File: src/rtl/turfio_cin_parallel_lock.sv
// ---------------------------------------------------------------------------
// turfio_cin_parallel_lock
//
// Deserialises NLANE independent CIN lanes into WORD_BITS-wide parallel words
// and finds the word phase of each lane automatically. Alignment uses a known
// training word: each lane slips its word boundary by one beat at a time until
// the assembled word equals TRAIN_PATTERN. The lane declares lock once it has
// seen LOCK_COUNT consecutive matching words.
//
// Ports:
//   aclk_i               - the only clock
//   aresetn_i            - async-assert, active-low reset (release synchronised)
//   cin_i                - lane n occupies [n*INBITS +: INBITS]
//   cin_valid_i          - beat qualifier shared by all lanes
//   lock_i               - pulse: (re)start automatic alignment on all lanes
//   lock_rst_i           - pulse: abort/unlock all lanes, back to IDLE
//   bitslip_i            - pulse per lane: manual word-phase slip (IDLE only)
//   capture_i            - pulse: snapshot cin_parallel_o into capture_data_o
//   locked_o             - lane is LOCKED
//   lock_fail_o          - lane ran out of slips without a match (sticky)
//   cin_biterr_o         - pulse: training mismatch while verifying
//   cin_parallel_o       - last assembled word per lane
//   cin_parallel_valid_o - per-lane word strobe, only while LOCKED
//   capture_data_o       - snapshot register
// ---------------------------------------------------------------------------
module turfio_cin_parallel_lock #(
    parameter int                   NLANE         = 1,
    parameter int                   INBITS        = 4,
    parameter int                   WORD_BITS     = 32,
    parameter logic [WORD_BITS-1:0] TRAIN_PATTERN = 32'hA55A6996,
    parameter int                   LOCK_COUNT    = 4
) (
    input  logic                       aclk_i,
    input  logic                       aresetn_i,
    input  logic [NLANE*INBITS-1:0]    cin_i,
    input  logic                       cin_valid_i,
    input  logic                       lock_i,
    input  logic                       lock_rst_i,
    input  logic [NLANE-1:0]           bitslip_i,
    input  logic                       capture_i,
    output logic [NLANE-1:0]           locked_o,
    output logic [NLANE-1:0]           lock_fail_o,
    output logic [NLANE-1:0]           cin_biterr_o,
    output logic [NLANE*WORD_BITS-1:0] cin_parallel_o,
    output logic [NLANE-1:0]           cin_parallel_valid_o,
    output logic [NLANE*WORD_BITS-1:0] capture_data_o
);

    localparam int NBEATS = WORD_BITS / INBITS;
    localparam int BEAT_W = (NBEATS > 1) ? $clog2(NBEATS) : 1;
    localparam int SLIP_W = $clog2(NBEATS + 1);

    localparam logic [BEAT_W-1:0] LAST_BEAT  = BEAT_W'(NBEATS - 1);
    localparam logic [SLIP_W-1:0] LAST_SLIP  = SLIP_W'(NBEATS - 1);
    localparam logic [7:0]        LAST_MATCH = 8'(LOCK_COUNT - 1);

    typedef enum logic [2:0] {
        ST_IDLE,
        ST_HUNT,
        ST_VERIFY,
        ST_LOCKED,
        ST_FAIL
    } lane_state_t;

    // Reset synchroniser: assertion reaches the core immediately through the
    // async clear, release is delayed two clocks so it is clean w.r.t. aclk_i.
    logic [1:0] rst_sync;
    logic       rst_n;

    always_ff @(posedge aclk_i or negedge aresetn_i) begin
        if (!aresetn_i) begin
            rst_sync <= 2'b00;
        end else begin
            rst_sync <= {rst_sync[0], 1'b1};
        end
    end

    assign rst_n = rst_sync[1];

    for (genvar n = 0; n < NLANE; n++) begin : g_lane

        logic [INBITS-1:0]    beat;
        logic [WORD_BITS-1:0] shift_q;
        logic [WORD_BITS-1:0] shift_next;
        logic [BEAT_W-1:0]    beat_cnt;
        logic                 slip_pending;
        logic                 slip_req;
        logic                 boundary;
        logic                 is_match;
        logic [WORD_BITS-1:0] par_q;

        lane_state_t          state;
        logic [SLIP_W-1:0]    slip_cnt;
        logic [7:0]           match_cnt;
        logic                 settle;
        logic                 locked_q;
        logic                 fail_q;
        logic                 biterr_q;
        logic                 pvalid_q;

        assign beat       = cin_i[n*INBITS +: INBITS];
        assign shift_next = {shift_q[WORD_BITS-INBITS-1:0], beat};

        // A pending slip suppresses the boundary on the beat where the counter
        // is held, so the boundary moves one beat later.
        assign boundary = cin_valid_i && !slip_pending && (beat_cnt == LAST_BEAT);
        assign is_match = (shift_next == TRAIN_PATTERN);

        // Slip sources: manual request in IDLE, or a counted mismatch in HUNT.
        // lock_i / lock_rst_i take priority over any state activity.
        always_comb begin
            slip_req = 1'b0;
            if (!lock_rst_i && !lock_i) begin
                case (state)
                    ST_IDLE: slip_req = bitslip_i[n];
                    ST_HUNT: slip_req = boundary && !settle && !is_match;
                    default: slip_req = 1'b0;
                endcase
            end
        end

        // Datapath: shift register, beat counter, slip holding and word output.
        // A slip raised on a boundary only takes effect from the next beat, so
        // the boundary word itself is still registered.
        always_ff @(posedge aclk_i or negedge rst_n) begin
            if (!rst_n) begin
                shift_q      <= '0;
                beat_cnt     <= '0;
                slip_pending <= 1'b0;
                par_q        <= '0;
            end else begin
                if (cin_valid_i) begin
                    shift_q <= shift_next;
                end
                if (cin_valid_i && !slip_pending) begin
                    beat_cnt <= (beat_cnt == LAST_BEAT) ? '0 : beat_cnt + BEAT_W'(1);
                end
                if (slip_req && !slip_pending) begin
                    slip_pending <= 1'b1;
                end else if (cin_valid_i) begin
                    slip_pending <= 1'b0;
                end
                if (boundary) begin
                    par_q <= shift_next;
                end
            end
        end

        // Alignment FSM with registered flag outputs. After a HUNT slip the next
        // word is not compared, giving the new phase one word to settle.
        always_ff @(posedge aclk_i or negedge rst_n) begin
            if (!rst_n) begin
                state     <= ST_IDLE;
                slip_cnt  <= '0;
                match_cnt <= '0;
                settle    <= 1'b0;
                locked_q  <= 1'b0;
                fail_q    <= 1'b0;
                biterr_q  <= 1'b0;
                pvalid_q  <= 1'b0;
            end else begin
                biterr_q <= 1'b0;
                pvalid_q <= boundary && (state == ST_LOCKED);

                if (lock_rst_i) begin
                    state     <= ST_IDLE;
                    slip_cnt  <= '0;
                    match_cnt <= '0;
                    settle    <= 1'b0;
                    locked_q  <= 1'b0;
                    fail_q    <= 1'b0;
                end else if (lock_i) begin
                    state     <= ST_HUNT;
                    slip_cnt  <= '0;
                    match_cnt <= '0;
                    settle    <= 1'b0;
                    locked_q  <= 1'b0;
                    fail_q    <= 1'b0;
                end else begin
                    case (state)
                        ST_HUNT: begin
                            if (boundary) begin
                                if (settle) begin
                                    settle <= 1'b0;
                                end else if (is_match) begin
                                    match_cnt <= 8'd1;
                                    if (LOCK_COUNT == 1) begin
                                        state    <= ST_LOCKED;
                                        locked_q <= 1'b1;
                                    end else begin
                                        state <= ST_VERIFY;
                                    end
                                end else begin
                                    slip_cnt <= slip_cnt + SLIP_W'(1);
                                    settle   <= 1'b1;
                                    if (slip_cnt == LAST_SLIP) begin
                                        state  <= ST_FAIL;
                                        fail_q <= 1'b1;
                                    end
                                end
                            end
                        end
                        ST_VERIFY: begin
                            if (boundary) begin
                                if (is_match) begin
                                    match_cnt <= match_cnt + 8'd1;
                                    if (match_cnt == LAST_MATCH) begin
                                        state    <= ST_LOCKED;
                                        locked_q <= 1'b1;
                                    end
                                end else begin
                                    biterr_q  <= 1'b1;
                                    match_cnt <= '0;
                                    state     <= ST_HUNT;
                                end
                            end
                        end
                        default: begin
                        end
                    endcase
                end
            end
        end

        assign locked_o[n]                                 = locked_q;
        assign lock_fail_o[n]                              = fail_q;
        assign cin_biterr_o[n]                             = biterr_q;
        assign cin_parallel_valid_o[n]                     = pvalid_q;
        assign cin_parallel_o[n*WORD_BITS +: WORD_BITS]    = par_q;
    end

    // Snapshot of every lane's last word, regardless of lane state.
    always_ff @(posedge aclk_i or negedge rst_n) begin
        if (!rst_n) begin
            capture_data_o <= '0;
        end else if (capture_i) begin
            capture_data_o <= cin_parallel_o;
        end
    end

endmodule

File: config.mk
export PLATFORM = sky130hd
export DESIGN_NAME = turfio_cin_parallel_lock
export DESIGN_NICKNAME = d
export VERILOG_FILES = /design/src/rtl/turfio_cin_parallel_lock.sv
export SDC_FILE = /design/constraint.sdc
export NUM_CORES = 1
export LEC_CHECK = 0
export CORE_ASPECT_RATIO = 0.9
export CORE_UTILIZATION = 57
export CTS_CLUSTER_DIAMETER = 80
export DETAILED_ROUTE_END_ITERATION = 16
export GPL_ROUTABILITY_DRIVEN = 1
export PLACE_DENSITY_LB_ADDON = 0.3
export SLEW_MARGIN = 20
export SYNTH_ARGS = -nofsm -noshare
export SYNTH_HDL_FRONTEND = slang
export SYNTH_SLANG_ARGS = --single-unit
File: constraint.sdc
create_clock -name aclk_i -period 5.9 [get_ports aclk_i]
set_input_delay 1.18 -clock aclk_i [delete_from_list [all_inputs] [get_ports aclk_i]]
set_output_delay 1.18 -clock aclk_i [all_outputs]
set_load 0.01 [all_outputs]
Word-level counts from Yosys, hierarchy flattened
Index checks and enable logic that the tools add are counted.

Reductions and logical operators: 27. Equality and inequality tests: 15. Add/sub/neg operators: 3. Multiplexer cells: 52.

Operator list (number): $mux 8 (7); $eq 32x32->1 const B (1); $mux 3 (10); $mux 1 (26); $mux 4 (6); $reduce_bool 3->1 (6); $ne 4x4->1 const B (4); $pmux 8 s2 (1); $ne 5x5->1 const B (2); $reduce_and 5->1 (2); $add 8x1->8 const B (1); $eq 8x2->1 const B (1); $reduce_and 4->1 (2); $logic_and 1x1->1 (7); $eq 3x2->1 const B (2); $ne 3x3->1 const B (2); $pmux 3 s2 (1); $reduce_and 6->1 (1); $logic_not 1->1 (5); $add 4x1->4 const B (1); $eq 4x3->1 const B (1); $reduce_bool 4->1 (1); $add 3x1->3 const B (1); $eq 3x1->1 const B (1); other kinds (5) (5).

Output and inout port bits: 68. Register bits: 118. Word-level logic and storage cells: 111. Bits of input ports: 11.

Depth between registers and ports, before layout
Gate-level depths: netlist (run 1).

Depth in word-level cells: 9. Gate-level depth with buffers: 8.

Least setup slack after synthesis (run 1)
No wires, ideal clock.

Path kind: in2reg. From: input port cin_i[3]. To: register g_lane[0].match_cnt[6]. Buffers on the path: 0. Data required time: 5.774 ns. Stages: 5. Arrival time: 2.403 ns. Slack: 3.371 ns. Cells stage by stage: and4bb_2 > nand4_2 > nor2_2 > o31ai_2 > a221o_1.

Longest elaborated chain between the ends: 6. Elaborated cells on any way between the ends: 8. Classes of those cells: eq/ne: 2; mux: 5; reduce/logical: 1.

RTL lines: start, declared (line 35) `input logic [NLANE*INBITS-1:0] cin_i,`; $eq 32x32->1 (*) (line 107) `assign is_match = (shift_next == TRAIN_PATTERN);`; $mux 8 (line 205) `if (is_match) begin`; $mux 8 (line 204) `if (boundary) begin`; $pmux 8 s2 (line 180) `case (state)`; $mux 8 (line 172) `end else if (lock_i) begin`; $mux 8 (line 165) `if (lock_rst_i) begin`; end signal, assigned (line 206) `match_cnt <= match_cnt + 8'd1;`; end, declared (line 94) `logic [7:0] match_cnt;`.

Every way passes the cells marked *; elsewhere a longest branch is shown, timed or not. The select of a mux whose other input is x is not followed. A chain may end at the register's enable or synchronous reset.

Worst setup path in the final report (run 1)
From: input port cin_valid_i. To: register g_lane[0].match_cnt[3].

Longest elaborated chain between the ends: 4. Elaborated cells on any way between the ends: 5. Classes of those cells: eq/ne: 2; reduce/logical: 3.

RTL lines: start, declared (line 36) `input logic cin_valid_i,`; $logic_and 1x1->1 (*) (2 in a row) (line 106) `assign boundary = cin_valid_i && !slip_pending && (beat_cnt == LAST_BEAT);`; $ne 4x4->1 (no line); $reduce_and 5->1 (no line) (*).

Every way passes the cells marked *; elsewhere a longest branch is shown, timed or not.

==> results of run 1 <==
-- flip-flops by register name, summed over array words and instances (netlist names) --
name / cells
rst_sync: 2
g_lane.settle: 1
g_lane.shift_q: 28
g_lane.beat_cnt: 3
g_lane.slip_pending: 1
locked_o: 1
cin_biterr_o: 1
g_lane.state: 3
lock_fail_o: 1
cin_parallel_valid_o: 1
cin_parallel_o: 32
g_lane.slip_cnt: 4
capture_data_o: 32
g_lane.match_cnt: 8
-- cell families (layout without fill, tap and decap cells) --
kind of cell	after synthesis	after routing	synth area share
compound gates	30	30	0.0477
xor+xnor	2	2	0.00363
buf+inv	14	116	0.0112
fa+ha+maj	4	4	0.0104
other cells	1	1	0.000777
flops	118	118	0.612
simple gates	63	63	0.0884
mux	97	97	0.226
-- area by class of cell --
class | count | area (um2)
Clock buffer | 20 | 445
Multi-Input combinational cell | 197 | 1820
Sequential cell | 118 | 2960
Timing Repair Buffer | 82 | 811
Tap cell | 99 | 124
Inverter | 2 | 7.51
Fill cell | 446 | 1700
Clock inverter | 12 | 246
-- Yosys cell counts --
master    count  area share
o21ai_2       1      0.0018
or3_1         1      0.0013
o31ai_1       1      0.0016
o21a_1        2      0.0031
nor3_1        7      0.0073
conb_1        1     0.00078
nand3b_1      1      0.0016
mux2i_1       2      0.0041
and3b_1       1      0.0018
a211oi_1      1      0.0016
nor4_4        1      0.0044
or2_2         1      0.0013
nor3_4        1      0.0034
a21o_1        2      0.0031
ha_1          4       0.010
nor2_1       15       0.012
nor2_2        1      0.0013
nand2_1       6      0.0047
dfrtp_1     118        0.61
a22o_1        2      0.0036
buf_2         1      0.0010
xor2_1        2      0.0036
o31ai_2       2      0.0052
nand2b_1      2      0.0026
mux2_2       95        0.22
o22ai_1       1      0.0013
nor2b_1       1      0.0013
nor4b_1       1      0.0018
and2_1        2      0.0026
nor3b_1       1      0.0016
and3_1        5      0.0065
o21ai_0       3      0.0031
nand3_1       5      0.0052
or3b_4        1      0.0023
and4bb_2      8       0.021
o211ai_1      1      0.0016
a221oi_1      1      0.0018
buf_1         8      0.0062
a221o_1       5       0.010
clkbuf_1      3      0.0023
o211a_1       1      0.0021
inv_1         2      0.0016
a31oi_1       1      0.0013
a21oi_1       6      0.0062
nand4_2       2      0.0052
-- per-layer routing --
metal  share of wire  track usage  routed length [um]
met3           0.038       0.0837                 370
met1            0.45        0.308                4290
met2            0.51        0.397                4860
met4          0.0093       0.0868                  89
met5               0            0                   0
-- critical path: stages --
cell,delay (ns)
clkdlybuf4s50_1,0.46
buf_4,0.36
nand3b_1,0.73
o31ai_2,0.66
o31ai_2,0.24
a221o_1,0.39
-- final timing paths --
check                                                        from                            endpoint  slack [ns]  cells after the start
worst min register to register              rst_sync[1]$_DFF_PN0_      cin_parallel_o[17]$_DFFE_PN0P_        0.30                      0
worst max-delay path                                  cin_valid_i  g_lane[0].match_cnt[3]$_DFFE_PN0P_        2.25                      6
max in group asynchronous                   rst_sync[1]$_DFF_PN0_  g_lane[0].match_cnt[7]$_DFFE_PN0P_        4.28                      1
min in group aclk_i                         rst_sync[0]$_DFF_PN0_               rst_sync[1]$_DFF_PN0_        0.35                      0
worst min-delay path                        rst_sync[1]$_DFF_PN0_      cin_parallel_o[17]$_DFFE_PN0P_        0.30                      0
worst max register to register  g_lane[0].beat_cnt[0]$_DFFE_PN0N_  g_lane[0].match_cnt[3]$_DFFE_PN0P_        3.14                      6
-- power groups by stage --
stage	Sequential, mW	Clock, mW	Combinational (mW)
6_report	1.29	1.19	0.928
5_1_grt	1.33	1.25	0.987
4_1_cts	1.29	1.21	0.942
3_5_place_dp	1.30	0	0.925
3_3_place_gp	1.28	0	0.902
2_1_floorplan	1.36	0	0.317
-- cells in the final DEF, fill, tap and decap left out, types with 2 or more instances in the layout --
master	instances
and2_1	2
clkbuf_16	16
o21a_1	2
a22o_1	2
a21oi_1	6
nand3_1	5
nor2_1	15
nand2b_1	2
ha_1	4
o21ai_0	3
clkinvlp_4	3
nor3_1	7
xor2_1	2
and3_1	5
dfrtp_1	117
a21o_1	2
clkdlybuf4s50_1	78
bufinv_16	7
clkbuf_8	3
mux2_2	95
inv_1	2
a221o_1	5
and4bb_2	8
nand4_2	2
mux2i_1	2
nand2_1	6
o31ai_2	2
buf_4	4
==> metrics.txt, run 1 <==
status=finished, final reports clean; FMAX=274 MHz; initial core utilization=0.595; Core Area=8110 um2; yosys warns=0; Seq pwr share=0.378; CTS resizes=0; Die X-Extent=99.0 um; RSZ-0062 raised after global routing=false; syn_area_per_cell=14.7 um2; setup violators final=0; first-pass GRT wire length=16.1 mm; Slew HR=0.372; Net Sw Frac=0.257; GRT Overall Usage=0.244; crit path DAT=4.04 ns; Worst Hold Class=register to async pin; synthesized instance count=329; period utilization=0.619; Final Skew=0.00715 ns; Post-Place Cells=498; layout cells sized above 1=0.346; Synth cell types=45; net count after synthesis=344; LEAKAGE=2.82 nW; Num Clock Sinks=118; final worst slack=2.25 ns; vias in the first global route=3185; number of nets in the layout=433; CP Launch Type=input port; Final Non-Filler Cells=530; Buffers on Ports=78; worst endpoint required time=6.28 ns; Area Growth Syn to Fin=32.8%; setup_tns=0 ns; H-tree depth=4; Max Slew Vio Count=0; Post-CTS Hold Fix Bufs=0; crit path time final=3.65 ns; Placed Area=5720 um2; Slew @ Worst Pin=0.939 ns; CTS tree=done; element type at the critical path end=register; clk buf depth=2; vias post-DR=3027; n_diodes=0; cts bufs inserted=17; DPL Wire Length=5.96 mm; root buf cell=clkbuf_8; via density per instance=5.71; VDD IR-drop max=0.000342 V; Finished Cell Area=6410 um2; Finished Core Util=0.791; Placement Setup Slack=1.69 ns; Setup CP Type=input port to register; Pwr per Cell Area=532 nW/um2; DRC=0; total power draw=3.41 mW; First-pass DRT Iterations=6; max_cap viols=0; # rows=31; Congestion Overflow GR=0; largest fanout on the critical path=31; die height=89.3 um; WHS=0.296 ns; Top Ports=79; post-detailed-route wirelength per cell=18.1 um; combinational share of power=0.272; Clock power frac=0.350; initial drt markers=84; Die ar.=8840 um2; final wirelength=9.61 mm; P_sw=0.876 mW; Mapped Area=4820 um2; flops & latches, synth=118; clk slew on worst S/H paths=0.06 ns; # Post-CTS Setup Buffers=0; Seq/Total Area, Yosys=0.612; Worst-Skew Late Latency=0.51 ns; Final Hold Vio Count=0; Pint=2.53 mW; largest net degree at the start of global routing=76; initial antenna violation count=0; DRT antenna net count=0; routability congestion estimate=0.825
Note: power is estimated with default switching activity, not from simulation.
==> run 2, diff against run 1 <==
- CORE_UTILIZATION: 57 -> 48
- clock period: 5.9 -> 3.2 ns (I/O delays scaled with it)
==> run 2 against run 1 <==
Combinational power grew 82%. Critical endpoint is now g_lane[0].match_cnt[5]$_DFFE_PN0P_. Die area grew 18%. Final cell count is 5.1% higher. Highest routed layer unchanged. Critical path depth did not move. Largest cell class unchanged.
==> metrics.txt, run 2 (synthesis results as in run 1) <==
Setup CP Type=input port to register; setup_tns=0 ns; Final Hold Vio Count=0; die height=97.1 um; final wirelength=9.25 mm; Max Slew Vio Count=0; Top Ports=79; Final Skew=0.00994 ns; initial core utilization=0.497; period utilization=0.679; VDD IR-drop max=0.000596 V; H-tree depth=4; CTS resizes=0; vias post-DR=2977; total power draw=6.02 mW; GRT Overall Usage=0.196; post-detailed-route wirelength per cell=16.6 um; met3 routed WL=399 um; Worst Setup SP=cin_i[3]; Die ar.=10500 um2; Die X-Extent=108 um; vias in the first global route=3119; layout cells sized above 1=0.341; commonest non-fill, non-tap cell in the layout=dfrtp_1; root buf cell=clkbuf_8; max_cap viols=0; DPL Wire Length=5.90 mm; Pwr per Cell Area=943 nW/um2; Area Growth Syn to Fin=32.3%; most frequent cells in the layout=dfrtp_1 (117), mux2_2 (95), clkdlybuf4s50_1 (78), clkbuf_16 (16), nor2_1 (15); DRT antenna net count=0; initial antenna violation count=0; DR WL met2=4.46 mm; Core Area=9700 um2; fill count=721; clk buf depth=2; largest fanout on the critical path=6; Worst-Skew Late Latency=0.50 ns; number of nets in the layout=434; M1 wire length=4.31 mm; status=finished, final reports clean; Slew HR=0.434; element type at the critical path end=register; crit path time final=2.17 ns; # rows=34; n_diodes=0; RSZ-0062 raised after global routing=false; DRC=0; CP Launch Type=input port; crit path DAT=2.61 ns; clk slew on worst S/H paths=0.06 ns; first-pass GRT wire length=15.7 mm; First-pass DRT Iterations=4; Slew @ Worst Pin=0.849 ns; Post-CTS Hold Fix Bufs=0; cts bufs inserted=17; Reg-to-Reg Start=g_lane[0].beat_cnt[0]$_DFFE_PN0N_; FF-to-FF path depth=8; initial drt markers=124; Worst Hold Class=input port to async pin; Num Clock Sinks=118; Buffers on Ports=78; FMAX=460 MHz; via density per instance=5.34; # Post-CTS Setup Buffers=0; routability congestion estimate=0.842; LEAKAGE=2.80 nW; setup violators final=0; Congestion Overflow GR=0; top routing layer in use=met4; CTS tree=done; largest net degree at the start of global routing=68; WHS=0.295 ns; worst endpoint required time=3.64 ns
-- run 2: routing by layer --
metal,vias up,track usage
li1,1385,-
met1,1516,0.270
met2,69,0.300
met3,7,0.0644
met4,0,0.0506
met5,-,0
-- run 2: final cells by class --
type / instances / area, um2 / share of cell area
clock inverters: 8 / 146 / 0.0229
flip-flops and latches: 118 / 2960 / 0.463
inverters: 2 / 7.51 / 0.00118
clock buffers: 23 / 467 / 0.0731
multi-input cells: 197 / 1820 / 0.285
repair buffers: 83 / 831 / 0.130
well taps: 126 / 158 / 0.0247
-- run 2: worst paths after layout --
check	endpoint	slack, ns
setup / recovery	g_lane[0].match_cnt[5]$_DFFE_PN0P_	1.03
max in group asynchronous	g_lane[0].state[1]$_DFFE_PN0P_	2.02
min in group aclk_i	rst_sync[1]$_DFF_PN0_	0.36
hold reg to reg	rst_sync[1]$_DFF_PN0_	0.36
hold / removal	rst_sync[1]$_DFF_PN0_	0.30
setup reg to reg	g_lane[0].match_cnt[2]$_DFFE_PN0P_	1.09
-- run 2: stage by stage --
stage          worst slack [ns]  instance area, um2  utilization  instances
2_1_floorplan              1.21                4830            -        329
3_3_place_gp              0.596                5770        0.595        526
3_5_place_dp              0.496                5770        0.595        526
4_1_cts                    1.04                6380        0.658        557
5_1_grt                   0.909                6380        0.658        557
6_report                   1.03                6380        0.658        557
-- run 2: critical path: stages --
cell,delay [ns]
clkdlybuf4s50_1,0.46
and4bb_2,0.32
nand4_2,0.21
nor3_1,0.59
and3_1,0.27
a221o_1,0.11
-- run 2: power by group --
group / leakage [nW] / internal [mW] / switching (mW)
sequential: 1.47 / 2.01 / 0.368
combinational: 1.04 / 1.12 / 0.572
clock: 0.299 / 1.32 / 0.628
==> run 3, diff against run 2 <==
- CORE_UTILIZATION: 48 -> 53
- clock period: 3.2 -> 2 ns (I/O delays scaled with it)
==> run 3 against run 2 <==
Critical path depth up 2. Worst hold slack lost 0.24 ns. Clock power rose by 56%. Via count grew 3.3%. Cell area grew 2.5%. Die area down 9.3%. Total power rose by 60%. Count of clock-buffer cells in the layout is the same. Sequential share of layout area is 1.2 points lower. Routed wire length grew 5.0%. Sequential power grew 59%. Non-clock buffer count rose by 15. Largest power group unchanged. Highest routed layer unchanged.
==> metrics.txt, run 3 (synthesis results as in run 1) <==
element type at the critical path end=register; fill count=553; Pwr per Cell Area=1470 nW/um2; Max Slew Vio Count=0; LEAKAGE=2.88 nW; DPL Wire Length=6.16 mm; final wirelength=9.71 mm; Worst Hold Class=input port to async pin; total power draw=9.63 mW; status=finished, final reports clean; initial drt markers=124; largest net degree at the start of global routing=65; die height=92.5 um; Core Area=8690 um2; WHS=0.0565 ns; layout cells sized above 1=0.374; Area Growth Syn to Fin=35.7%; Worst-Skew Late Latency=0.51 ns; crit path DAT=2.39 ns; Placement Setup Slack=-0.319 ns; Final Non-Filler Cells=565; Finished Core Util=0.753; initial core utilization=0.555; Die ar.=9490 um2; Final Skew=0.0102 ns; cts bufs inserted=17; first-pass GRT wire length=16.3 mm; DRC=0; post-detailed-route wirelength per cell=17.2 um; n_diodes=0; initial antenna violation count=0; Slew @ Worst Pin=0.635 ns; Die X-Extent=103 um; routability congestion estimate=0.787; final worst slack=0.0528 ns; GRT Overall Usage=0.231; FF-to-FF path depth=8; CTS tree=done; Congestion Overflow GR=0; via density per instance=5.44; crit path time final=1.95 ns; clk buf depth=2; worst reg2reg endpoint=g_lane[0].slip_cnt[3]$_DFFE_PN0P_; First-pass DRT Iterations=4; Worst Setup SP=g_lane[0].beat_cnt[0]$_DFFE_PN0N_; Critical Path Sink=g_lane[0].slip_cnt[3]$_DFFE_PN0P_; # rows=32; Setup CP Type=register to register; setup violators final=0; Final Hold Vio Count=0; H-tree depth=4; clk slew on worst S/H paths=0.06 ns; period utilization=0.974; max_cap viols=0; vias in the first global route=3283; VDD IR-drop max=0.00102 V; DRT antenna net count=0; root buf cell=clkbuf_8; most frequent cells in the layout=dfrtp_1 (117), mux2_2 (95), clkdlybuf4s50_1 (78), clkbuf_16 (16), buf_4 (16); Num Clock Sinks=118; Buffers on Ports=78; Slew HR=0.577; number of nets in the layout=449; FMAX=514 MHz; worst endpoint required time=2.44 ns; Top Ports=79; vias post-DR=3076; largest fanout on the critical path=4; RSZ-0062 raised after global routing=true; Reg-to-Reg Start=g_lane[0].beat_cnt[0]$_DFFE_PN0N_; CP Launch Type=register; Post-Place Cells=533; FF-to-FF setup slack=0.05 ns; commonest non-fill, non-tap cell in the layout=dfrtp_1
-- run 3: cell count changes in the layout (fill, tap and decap cells not counted), moves of 2 or more --
cell and change:
buf_4 +12, buf_6 +2, o31ai_2 -2, o31ai_4 +2
-- run 3: final cells by class --
class / instances / area [um2] / area share
clock buffer: 23 / 477 / 0.0728
clock inverter: 8 / 121 / 0.0185
inverter: 2 / 7.51 / 0.00115
multi-input combinational: 197 / 1870 / 0.286
sequential: 118 / 2960 / 0.452
tap: 119 / 149 / 0.0227
timing repair buffer: 98 / 963 / 0.147
-- run 3: what timing repair did --
action,in CTS,in global routing
hold buffers,0,0
gates resized for setup,0,12
endpoints found under the setup margin,0,11
setup buffers,0,1
-- run 3: per-layer routing --
layer	track usage	vias to the layer above	wire length, um
li1	-	1421	-
met1	0.312	1560	4470
met2	0.343	80	4650
met3	0.0679	15	427
met4	0.105	0	159
met5	0	-	0
-- run 3: how the worst min path moves through the flow --
stage	to	start	cells past startpoint	slack [ns]
after floorplan	rst_sync[0]$_DFF_PN0_	aresetn_i	0	0.10
final	rst_sync[0]$_DFF_PN0_	aresetn_i	1	0.06
after global routing	rst_sync[0]$_DFF_PN0_	aresetn_i	1	0.05
after CTS	rst_sync[0]$_DFF_PN0_	aresetn_i	1	0.03
after detailed placement	capture_data_o[22]$_DFFE_PN0P_	rst_sync[1]$_DFF_PN0_	1	0.34
after global placement	capture_data_o[22]$_DFFE_PN0P_	rst_sync[1]$_DFF_PN0_	1	0.34
-- run 3: worst max-delay path, stage by stage (launching register included) --
cell	delay, ns
dfrtp_1	0.37
ha_1	0.17
ha_2	0.18
nand3b_1	0.21
buf_6	0.20
nor3_4	0.16
o21ai_4	0.10
or3_1	0.36
a21oi_2	0.13
-- run 3: power by group --
group / internal (mW) / switching (mW) / leakage (nW)
Clock: 2.02 / 1.02 / 0.294
Sequential: 3.21 / 0.574 / 1.47
Combinational: 1.83 / 0.971 / 1.12
Total: 7.07 / 2.57 / 2.88
-- run 3: per-stage QoR --
step,instance area (um2),TNS [ns]
finish,6550,0
detailed placement,5880,-3.34
global route,6550,-0.112
global placement,5880,-2.24
floorplan,4830,0
CTS,6480,0
